### config.mk
export PLATFORM = sky130hd
export DESIGN_NAME = sat_counter
export DESIGN_NICKNAME = d
export VERILOG_FILES = /design/src/rtl/sat_counter.sv
export SDC_FILE = /design/constraint.sdc
export NUM_CORES = 1
export LEC_CHECK = 0
export BUFFER_PORTS_ARGS = -buffer_cell sky130_fd_sc_hd__buf_2
export CAP_MARGIN = 20
export CORE_AREA = 3 3 40 42
export DETAILED_ROUTE_END_ITERATION = 10
export DIE_AREA = 0 0 43 45
export SLEW_MARGIN = 20
export SYNTH_ARGS = -nofsm -noshare
export SYNTH_HDL_FRONTEND = slang
export SYNTH_SLANG_ARGS = --single-unit
### constraint.sdc
create_clock -name clk_i -period 1.8 [get_ports clk_i]
set_input_delay 0.09 -clock clk_i [delete_from_list [all_inputs] [get_ports clk_i]]
set_output_delay 0.09 -clock clk_i [all_outputs]
set_load 0.01 [all_outputs]
### src/rtl/sat_counter.sv
// Up-counter with synchronous clear that stops once its MSB is set, i.e. at 2**(WIDTH-1).
module sat_counter #(
  parameter int unsigned WIDTH = 9
) (
  input  logic             clk_i,
  input  logic             rst_ni,
  input  logic             clr,
  input  logic             inc,
  output logic [WIDTH-1:0] cnt
);

  logic [WIDTH-1:0] cnt_q, cnt_d;

  always_comb begin
    cnt_d = cnt_q;
    if (clr) begin
      cnt_d = '0;
    end else if (inc && !cnt_q[WIDTH-1]) begin
      cnt_d = cnt_q + WIDTH'(1);
    end
  end

  always_ff @(posedge clk_i or negedge rst_ni) begin
    if (!rst_ni) begin
      cnt_q <= '0;
    end else begin
      cnt_q <= cnt_d;
    end
  end

  assign cnt = cnt_q;

endmodule

# == After elaboration in Yosys (flattened, before gate mapping) ==
# Cells that the tools add are included.
# op_classes
n_mux,2
n_reduce_logical,3
add_sub_neg,1
# op_table
op,count
2-to-1 mux 9 bit,2
"adder 9 x 1 -> 9 bit, second input constant",1
nonzero test 2 bit,1
logical AND 1 bit,1
zero test 1 bit,1
# word_totals
out_inout_bits,9
ff_bits,9
word_cells,7
in_bits,4

# == Longest topological paths before layout ==
# Gate-level depths: netlist (run 1).
# logic_depth
ltp_word,4
depth_mapped,4
depth_no_buf,4

# == Worst setup path before layout (run 1) ==
# OpenSTA, ideal clock, no wires.
# synth_path
kind,register to register
start,"reg cnt_q[0], in the netlist cnt[0]"
end,"reg cnt_q[8], in the netlist cnt[8]"
stages_incl_launch_ff,5
t_arrival_ns,1.337
synth_period_minus_slack_ns,1.415
setup_slack_ns,0.385
required_ns,1.722
cell_sequence,dfrtp_1 > ha_1 > nand3b_1 > or4_1 > a21oi_1
# synth_via
elab_chain_cells,3
# synth_lines
item,line,source
from (decl),12,"logic [WIDTH-1:0] cnt_q, cnt_d;"
from (signal assigned),27,cnt_q <= cnt_d;
adder 9 x 1 -> 9 bit,19,cnt_d = cnt_q + WIDTH'(1);
2-to-1 mux 9 bit,18,end else if (inc && !cnt_q[WIDTH-1]) begin
2-to-1 mux 9 bit,16,if (clr) begin
# No other way between the ends. The select of a mux whose other input is x is not followed.
# A chain may end at the register's enable or synchronous reset.

# == Worst setup path after layout (run 1) ==
# Same ends and word-level chain as after synthesis.

==> out/results.md, run 1 <==
| Metric | Value | Unit |
| --- | --- | --- |
| Power after layout | 402 | uW |
| Slowest cell on the critical path | sky130_fd_sc_hd__or4_1 | - |
| Power per cell area | 734 | nW/um^2 |
| Final Util | 42.6 | % |
| Leakage power of the design | 0.000251 | uW |
| Post-layout net count | 66 | - |
| Die boundary width | 43 | um |
| Unrepaired setup endpoints after global routing | no | - |
| Total of fill cells in the finished design | 133 | - |
| Synthesized Nets | 49 | - |
| Transition at the pin with the smallest max-transition slack | 235 | ps |
| Cell type with the highest aggregate area in the netlist | sky130_fd_sc_hd__dfrtp_1 | - |
| Max_cap viols | 0 | - |
| Hold violation total from the final report | 0 | - |
| Global-route wire length before repair | 1440 | um |
| Critical path buffer and inverter count | 0 | - |
| Area overhead of the layout relative to synthesis | 25.6 | % |
| Synthesized area | 435 | um^2 |
| Area of the die | 1940 | um^2 |
| Class of the most critical hold timing path | in -> reg | - |
| Largest vdd supply drop | 0.253 | mV |
| Post-Syn Instances | 44 | - |
| Final critical-path share of the clock period | 83.6 | % |
| Commonest non-fill, non-tap cells in the layout | sky130_fd_sc_hd__buf_2, sky130_fd_sc_hd__dfrtp_1, sky130_fd_sc_hd__a21oi_1 | - |
| Post-route insts no fill | 75 | - |
| Worst relative slew slack | 84.3 | % |
| CTS Buf Count | 3 | - |
| Vias per std cell | 4.99 | - |
| Area share of the leading cell type in the synthesized netlist | 51.7 | % |
| Cell area after placement | 510 | um^2 |
| FF+latch count, synth | 9 | - |
| H-tree levels | 1 | - |
| Sequential element share of the synthesized area | 51.7 | % |
| Buffer count from post-CTS setup fixing | 0 | - |
| Overall die height | 45 | um |
| Worst-skew pair later-pin latency | 250 | ps |
| Top post-synthesis cells by area | sky130_fd_sc_hd__dfrtp_1, sky130_fd_sc_hd__a21oi_1, sky130_fd_sc_hd__o21ai_0 | - |
| Final cell area excluding filler cells | 547 | um^2 |
| Area of the core | 1280 | um^2 |
| Std cell rows | 13 | - |
| Clock sink count | 9 | - |
| Antenna-violating nets left | 0 | - |
| Worst-path cell chain | ha_1, nand3b_1, or4_1, a21oi_1 | - |
| Initial Util | 33.9 | % |
| Remaining DRCs | 0 | - |
| Maximum clock rate | 665 | MHz |
| Kind of cell adding the most delay to the critical path | simple AND/OR/NAND/NOR gates | - |
| I/O Buffers | 12 | - |
| Clock Skews | 5.17 | ps |
| Proportion of layout cells with a drive suffix above 1 | 30.0 | % |
| Post-route setup TNS | 0 | ps |
| CP Launch Type | register | - |
| Maximum number of pins on one net before global-route repair | 10 | - |
| Placer Congestion | 0.702 | - |
| Multi-input gate area in the final layout | 191 | um^2 |
| Number of pins exceeding their max-slew limit in the final report | 0 | - |
| Clock tree from TritonCTS | done | - |
| Worst Path Class, Setup | reg -> reg | - |
| Ys Warns | 0 | - |
| Sequential standard cell area | 225 | um^2 |
| Flip-flop count of the largest register after layout | 9 | - |
| Total I/O pin count | 13 | - |
| Critical path required time | 1980 | ps |
| Antenna violations before repair | 0 | - |
| Min Clock Period, post-route | 1500 | ps |
| Router iterations before antenna repair | 4 | - |
| Category of the worst setup path capture point | register | - |
| Total number of vias | 374 | - |
| # setup viols final | 0 | - |
| DRT Wirelength | 900 | um |
| Clock transition at path regs | 70 | ps |
| Detailed router's first-iteration violation count | 10 | - |
| Buffer type at the clock tree root | sky130_fd_sc_hd__clkbuf_4 | - |
| Number of distinct library cells after synthesis | 19 | - |
| Most frequent standard cell in the layout excluding fill and tap cells | sky130_fd_sc_hd__buf_2 | - |
| Remaining global-route overflow | 0 | - |
| Average wire length per cell after detail routing | 12.0 | um |
| Largest stage delay on the critical path | 520 | ps |
| Antenna diode count | 0 | - |
| Via count of the first global-routing pass | 312 | - |
| Critical path peak fanout | 6 | - |
| Arrival time at the worst endpoint | 1680 | ps |
| Average size of a mapped cell | 9.90 | um^2 |
| Post-Place Cells | 70 | - |
| Outcome | finished, final reports clean | - |
| Aggregate global-route resource usage | 10.2 | % |
| Maximum clock insertion buffer count | 2 | - |
-- path summary, 6_finish.rpt --
check / cells past startpoint / startpoint / slack (ps) / to
max: 4 / cnt[0] / 300 / cnt[8]
min: 2 / clr / 110 / cnt[4]
max reg2reg: 4 / cnt[0] / 300 / cnt[8]
min reg2reg: 2 / cnt[8] / 570 / cnt[8]
max in group asynchronous: 2 / rst_ni / 1410 / cnt[8]
min in group asynchronous: 2 / rst_ni / 210 / cnt[5]
-- cell type report --
class	instances	area share, %
well taps	15	3.43
repair buffers	13	12.8
flip-flops and latches	9	41.2
clock buffers	4	4.81
inverters	4	2.75
multi-input cells	30	35.0
-- stage by stage --
stage / setup slack, ps / hold WS (ps)
after detailed placement: 318 / -41.4
after floorplan: 385 / -206
final: 295 / 112
after global routing: 203 / 122
after global placement: 278 / -45.6
after CTS: 286 / 110
-- cells by family (layout without fill, tap and decap cells) --
kind of cell | Yosys count | in the layout | share of synthesized area (%)
adders and majority gates | 1 | 1 | 2.87
and+or+nand+nor | 15 | 15 | 21.5
buffers and inverters | 5 | 21 | 4.31
AOI/OAI and AO/OA | 11 | 11 | 13.2
muxes | 1 | 1 | 2.30
xor gates and xnor gates | 2 | 2 | 4.02
DFF | 9 | 9 | 51.7
-- worst reg2reg max path, delay by kind of cell (launching register included) --
family	cells	cell delay [ps]
AND/OR/NAND/NOR	2	710
flip-flops	1	400
adder cells (fa/ha/maj)	1	160
AO/OA/AOI/OAI	1	160
-- metal layers --
layer,global-route usage (%),part of all wire [%]
met1,13.8,48
met2,13.8,43
met3,2.79,7.7
met4,7.23,1.1
met5,0,0
-- synth_stat cells, drive strengths merged --
cell type,number
nor2,3
o31ai,1
or4,2
xnor2,2
o21ai,4
dfrtp,9
mux2i,1
or3,4
ha,1
buf,1
and2b,1
nand2,1
nand4b,1
a21oi,6
nand3,1
nand3b,1
inv,4
nand4,1
-- where the power goes --
part / switching (uW) / internal [uW] / leakage (uW)
clock network: 70.6 / 85.3 / 0.0000150
logic: 18.6 / 14.6 / 0.000111
registers: 5.32 / 207 / 0.000124
-- what timing repair did --
action	CTS	global route
endpoints found under the hold margin	9	0
resized for setup	0	0
hold buffers	1	0
endpoints found under the setup margin	0	0
Power figures use the tool's default switching activity.
==> inputs of run 2 (changes only) <==
--- a/config.mk
+++ b/config.mk
@@ -5,6 +5,7 @@
 export SDC_FILE = /design/constraint.sdc
 export NUM_CORES = 1
 export LEC_CHECK = 0
+export ABC_AREA = 1
 export BUFFER_PORTS_ARGS = -buffer_cell sky130_fd_sc_hd__buf_2
 export CAP_MARGIN = 20
 export CORE_AREA = 3 3 40 42
==> constraint.sdc (replaced) <==
create_clock -name clk_i -period 1.29 [get_ports clk_i]
set_input_delay 0.0645 -clock clk_i [delete_from_list [all_inputs] [get_ports clk_i]]
set_output_delay 0.0645 -clock clk_i [all_outputs]
set_load 0.01 [all_outputs]
==> run 2 against run 1 <==
  * Critical endpoint is now cnt[4]
  * Clock skew is 1.7 ps higher
  * Critical path depth up 1
  * Highest routed layer unchanged
  * Cell count increased by 20%
  * Power increased by 42%
==> out/results.md, run 2 <==
| Metric | Value | Unit |
| --- | --- | --- |
| Outcome | finished, final reports clean | - |
| Worst-skew pair later-pin latency | 260 | ps |
| Initial Util | 36.0 | % |
| Clock tree from TritonCTS | done | - |
| Max_cap viols | 0 | - |
| Maximum number of pins on one net before global-route repair | 10 | - |
| Share of synthesized flip-flops with an asynchronous set or reset | 100 | % |
| Post-layout net count | 81 | - |
| Cell type with the highest aggregate area in the netlist | sky130_fd_sc_hd__dfrtp_1 | - |
| Antenna-violating nets left | 0 | - |
| Largest vdd supply drop | 0.438 | mV |
| Worst Path Class, Setup | reg -> reg | - |
| Post-Syn Instances | 57 | - |
| DRT Wirelength | 999 | um |
| Worst relative slew slack | 85.6 | % |
| CTS Buf Count | 3 | - |
| Endpoint with the worst hold slack | cnt[2] | - |
| Commonest non-fill, non-tap cells in the layout | sky130_fd_sc_hd__nand2_1, sky130_fd_sc_hd__buf_2, sky130_fd_sc_hd__dfrtp_1 | - |
| Synthesized Nets | 62 | - |
| FF+latch count, synth | 9 | - |
| Min Clock Period, post-route | 1160 | ps |
| Most frequent standard cell in the layout excluding fill and tap cells | sky130_fd_sc_hd__nand2_1 | - |
| Length in cells of the worst reg-to-reg path | 5 | - |
| Flip-flop count of the largest register after layout | 9 | - |
| I/O Buffers | 12 | - |
| Router iterations before antenna repair | 2 | - |
| Hold violation total from the final report | 0 | - |
| Critical path required time | 1440 | ps |
| Area share of the leading cell type in the synthesized netlist | 48.6 | % |
| Clock Skews | 6.83 | ps |
| Worst-case register-to-register setup slack | 130 | ps |
| Maximum clock insertion buffer count | 2 | - |
| Buffer type at the clock tree root | sky130_fd_sc_hd__clkbuf_4 | - |
| Clock sink count | 9 | - |
| Remaining global-route overflow | 0 | - |
| Via count of the first global-routing pass | 393 | - |
| Detailed router's first-iteration violation count | 5 | - |
| Remaining DRCs | 0 | - |
| Final Util | 45.9 | % |
| Arrival time at the worst endpoint | 1310 | ps |
| Sequential element share of the synthesized area | 48.6 | % |
| Antenna diode count | 0 | - |
| Power per cell area | 968 | nW/um^2 |
| Proportion of layout cells with a drive suffix above 1 | 28.0 | % |
| Unrepaired setup endpoints after global routing | no | - |
| Transition at the pin with the smallest max-transition slack | 216 | ps |
| Number of pins exceeding their max-slew limit in the final report | 0 | - |
| Std cell rows | 13 | - |
| Startpoint of the lowest-slack hold path | inc | - |
| Average size of a mapped cell | 8.12 | um^2 |
| Number of synthesized flops with an enable pin | 0 | - |
| HPWL after detailed placement | 738 | um |
| Post-route setup TNS | 0 | ps |
| Number of buffers added to fix hold violations after cts | 2 | - |
| Top post-synthesis cells by area | sky130_fd_sc_hd__dfrtp_1, sky130_fd_sc_hd__nand2_1, sky130_fd_sc_hd__a21oi_1 | - |
| Number of instances resized during post-cts repair | 0 | - |
| Category of the worst setup path capture point | register | - |
| FF-to-FF Start | cnt[0] | - |
| CP Launch Type | register | - |
| End of the worst register-to-register path | cnt[4] | - |
| Sequential standard cell area | 225 | um^2 |
| Aggregate global-route resource usage | 12.4 | % |
| Hold Path Depth | 3 | - |
| Multi-input gate area in the final layout | 208 | um^2 |
| Synthesized area | 463 | um^2 |
| Overall die height | 45 | um |
| Average wire length per cell after detail routing | 11.1 | um |
| Total of fill cells in the finished design | 129 | - |
| Buffer count from post-CTS setup fixing | 0 | - |
| Final critical-path share of the clock period | 90.0 | % |
| Leakage power of the design | 0.000294 | uW |
| Clock transition at path regs | 70 | ps |
| Global-route wire length before repair | 1700 | um |
| Area of the die | 1940 | um^2 |
| Total number of vias | 425 | - |
| Vias per std cell | 4.72 | - |
| Antenna violations before repair | 0 | - |
| Maximum clock rate | 861 | MHz |
| H-tree levels | 1 | - |
| Die boundary width | 43 | um |
| Total I/O pin count | 13 | - |
| Primary FF master, synth | sky130_fd_sc_hd__dfrtp_1 | - |
| Placer Congestion | 0.744 | - |
| Ys Warns | 0 | - |
| Library cell with the highest instance count after synthesis | sky130_fd_sc_hd__nand2_1 | - |
| Number of distinct library cells after synthesis | 13 | - |
| Critical path peak fanout | 4 | - |
| Class of the most critical hold timing path | in -> reg | - |
| Area overhead of the layout relative to synthesis | 27.3 | % |
| # setup viols final | 0 | - |
| Commonest cells in the netlist | sky130_fd_sc_hd__nand2_1, sky130_fd_sc_hd__dfrtp_1, sky130_fd_sc_hd__nor2_1 | - |
| Area of the core | 1280 | um^2 |
[run 2: changes by cell type in the layout (fill, tap and decap cells not counted), moves of 3 or more]
cell | before | now
sky130_fd_sc_hd__inv_1 | 4 | 7
sky130_fd_sc_hd__nand2_1 | 1 | 13
sky130_fd_sc_hd__nand3_1 | 1 | 4
sky130_fd_sc_hd__nor2_1 | 3 | 8
[run 2: critical path: stages (launching register included)]
cell	delay, ps
sky130_fd_sc_hd__dfrtp_1	420
sky130_fd_sc_hd__ha_1	250
sky130_fd_sc_hd__nand3_2	120
sky130_fd_sc_hd__nor2_4	50
sky130_fd_sc_hd__o21ai_0	140
sky130_fd_sc_hd__nor2_1	60
[run 2: metrics by stage]
stage	cells	instance area, um^2	setup slack, ps	power, uW	hold WS [ps]
floorplan	57	463	185	324	-231
global placement	84	542	193	348	-65.2
detailed placement	84	542	163	348	-68.0
CTS	90	589	147	576	135
global route	90	589	3.33	599	151
finish	90	589	129	570	140
[run 2: logic make-up after synthesis]
logic type,share of synthesized area [%]
buffers and inverters,6.49
AO/OA/AOI/OAI,8.65
AND/OR/NAND/NOR,31.6
flip-flops,48.6
XOR/XNOR,1.89
adder cells (fa/ha/maj),2.70
[run 2: final cells by class]
type / instances / share of cell area, %
Sequential cell: 9 / 38.2
Multi-Input combinational cell: 40 / 35.2
Timing Repair Buffer: 14 / 13.6
Inverter: 8 / 5.10
Clock buffer: 3 / 3.82
Tap cell: 15 / 3.18
Clock inverter: 1 / 0.849
[run 2: layer usage]
layer  share of wire, %  routed length, um  GRT usage, %  up-vias
li1                   -                  -             -      216
met1                 45                453          14.4      197
met2                 48                476          19.5        8
met3                4.7                 47          3.59        4
met4                2.2                 22          9.04        0
met5                  0                  0             0        -
[run 2: report_power, final]
group	switching (uW)	internal, uW	leakage [uW]
logic	30.4	21.9	0.000152
clock network	107	115	0.0000177
registers	7.98	288	0.000124
[run 2: how the worst max path moves through the flow]
stage,startpoint,to,slack (ps),cells after the start
after CTS,cnt[0],cnt[6],150,5
after global routing,cnt[0],cnt[8],3,5
after detailed placement,cnt[0],cnt[4],160,5
final,cnt[0],cnt[4],130,5
after global placement,cnt[0],cnt[4],190,5
after floorplan,cnt[0],cnt[4],180,5
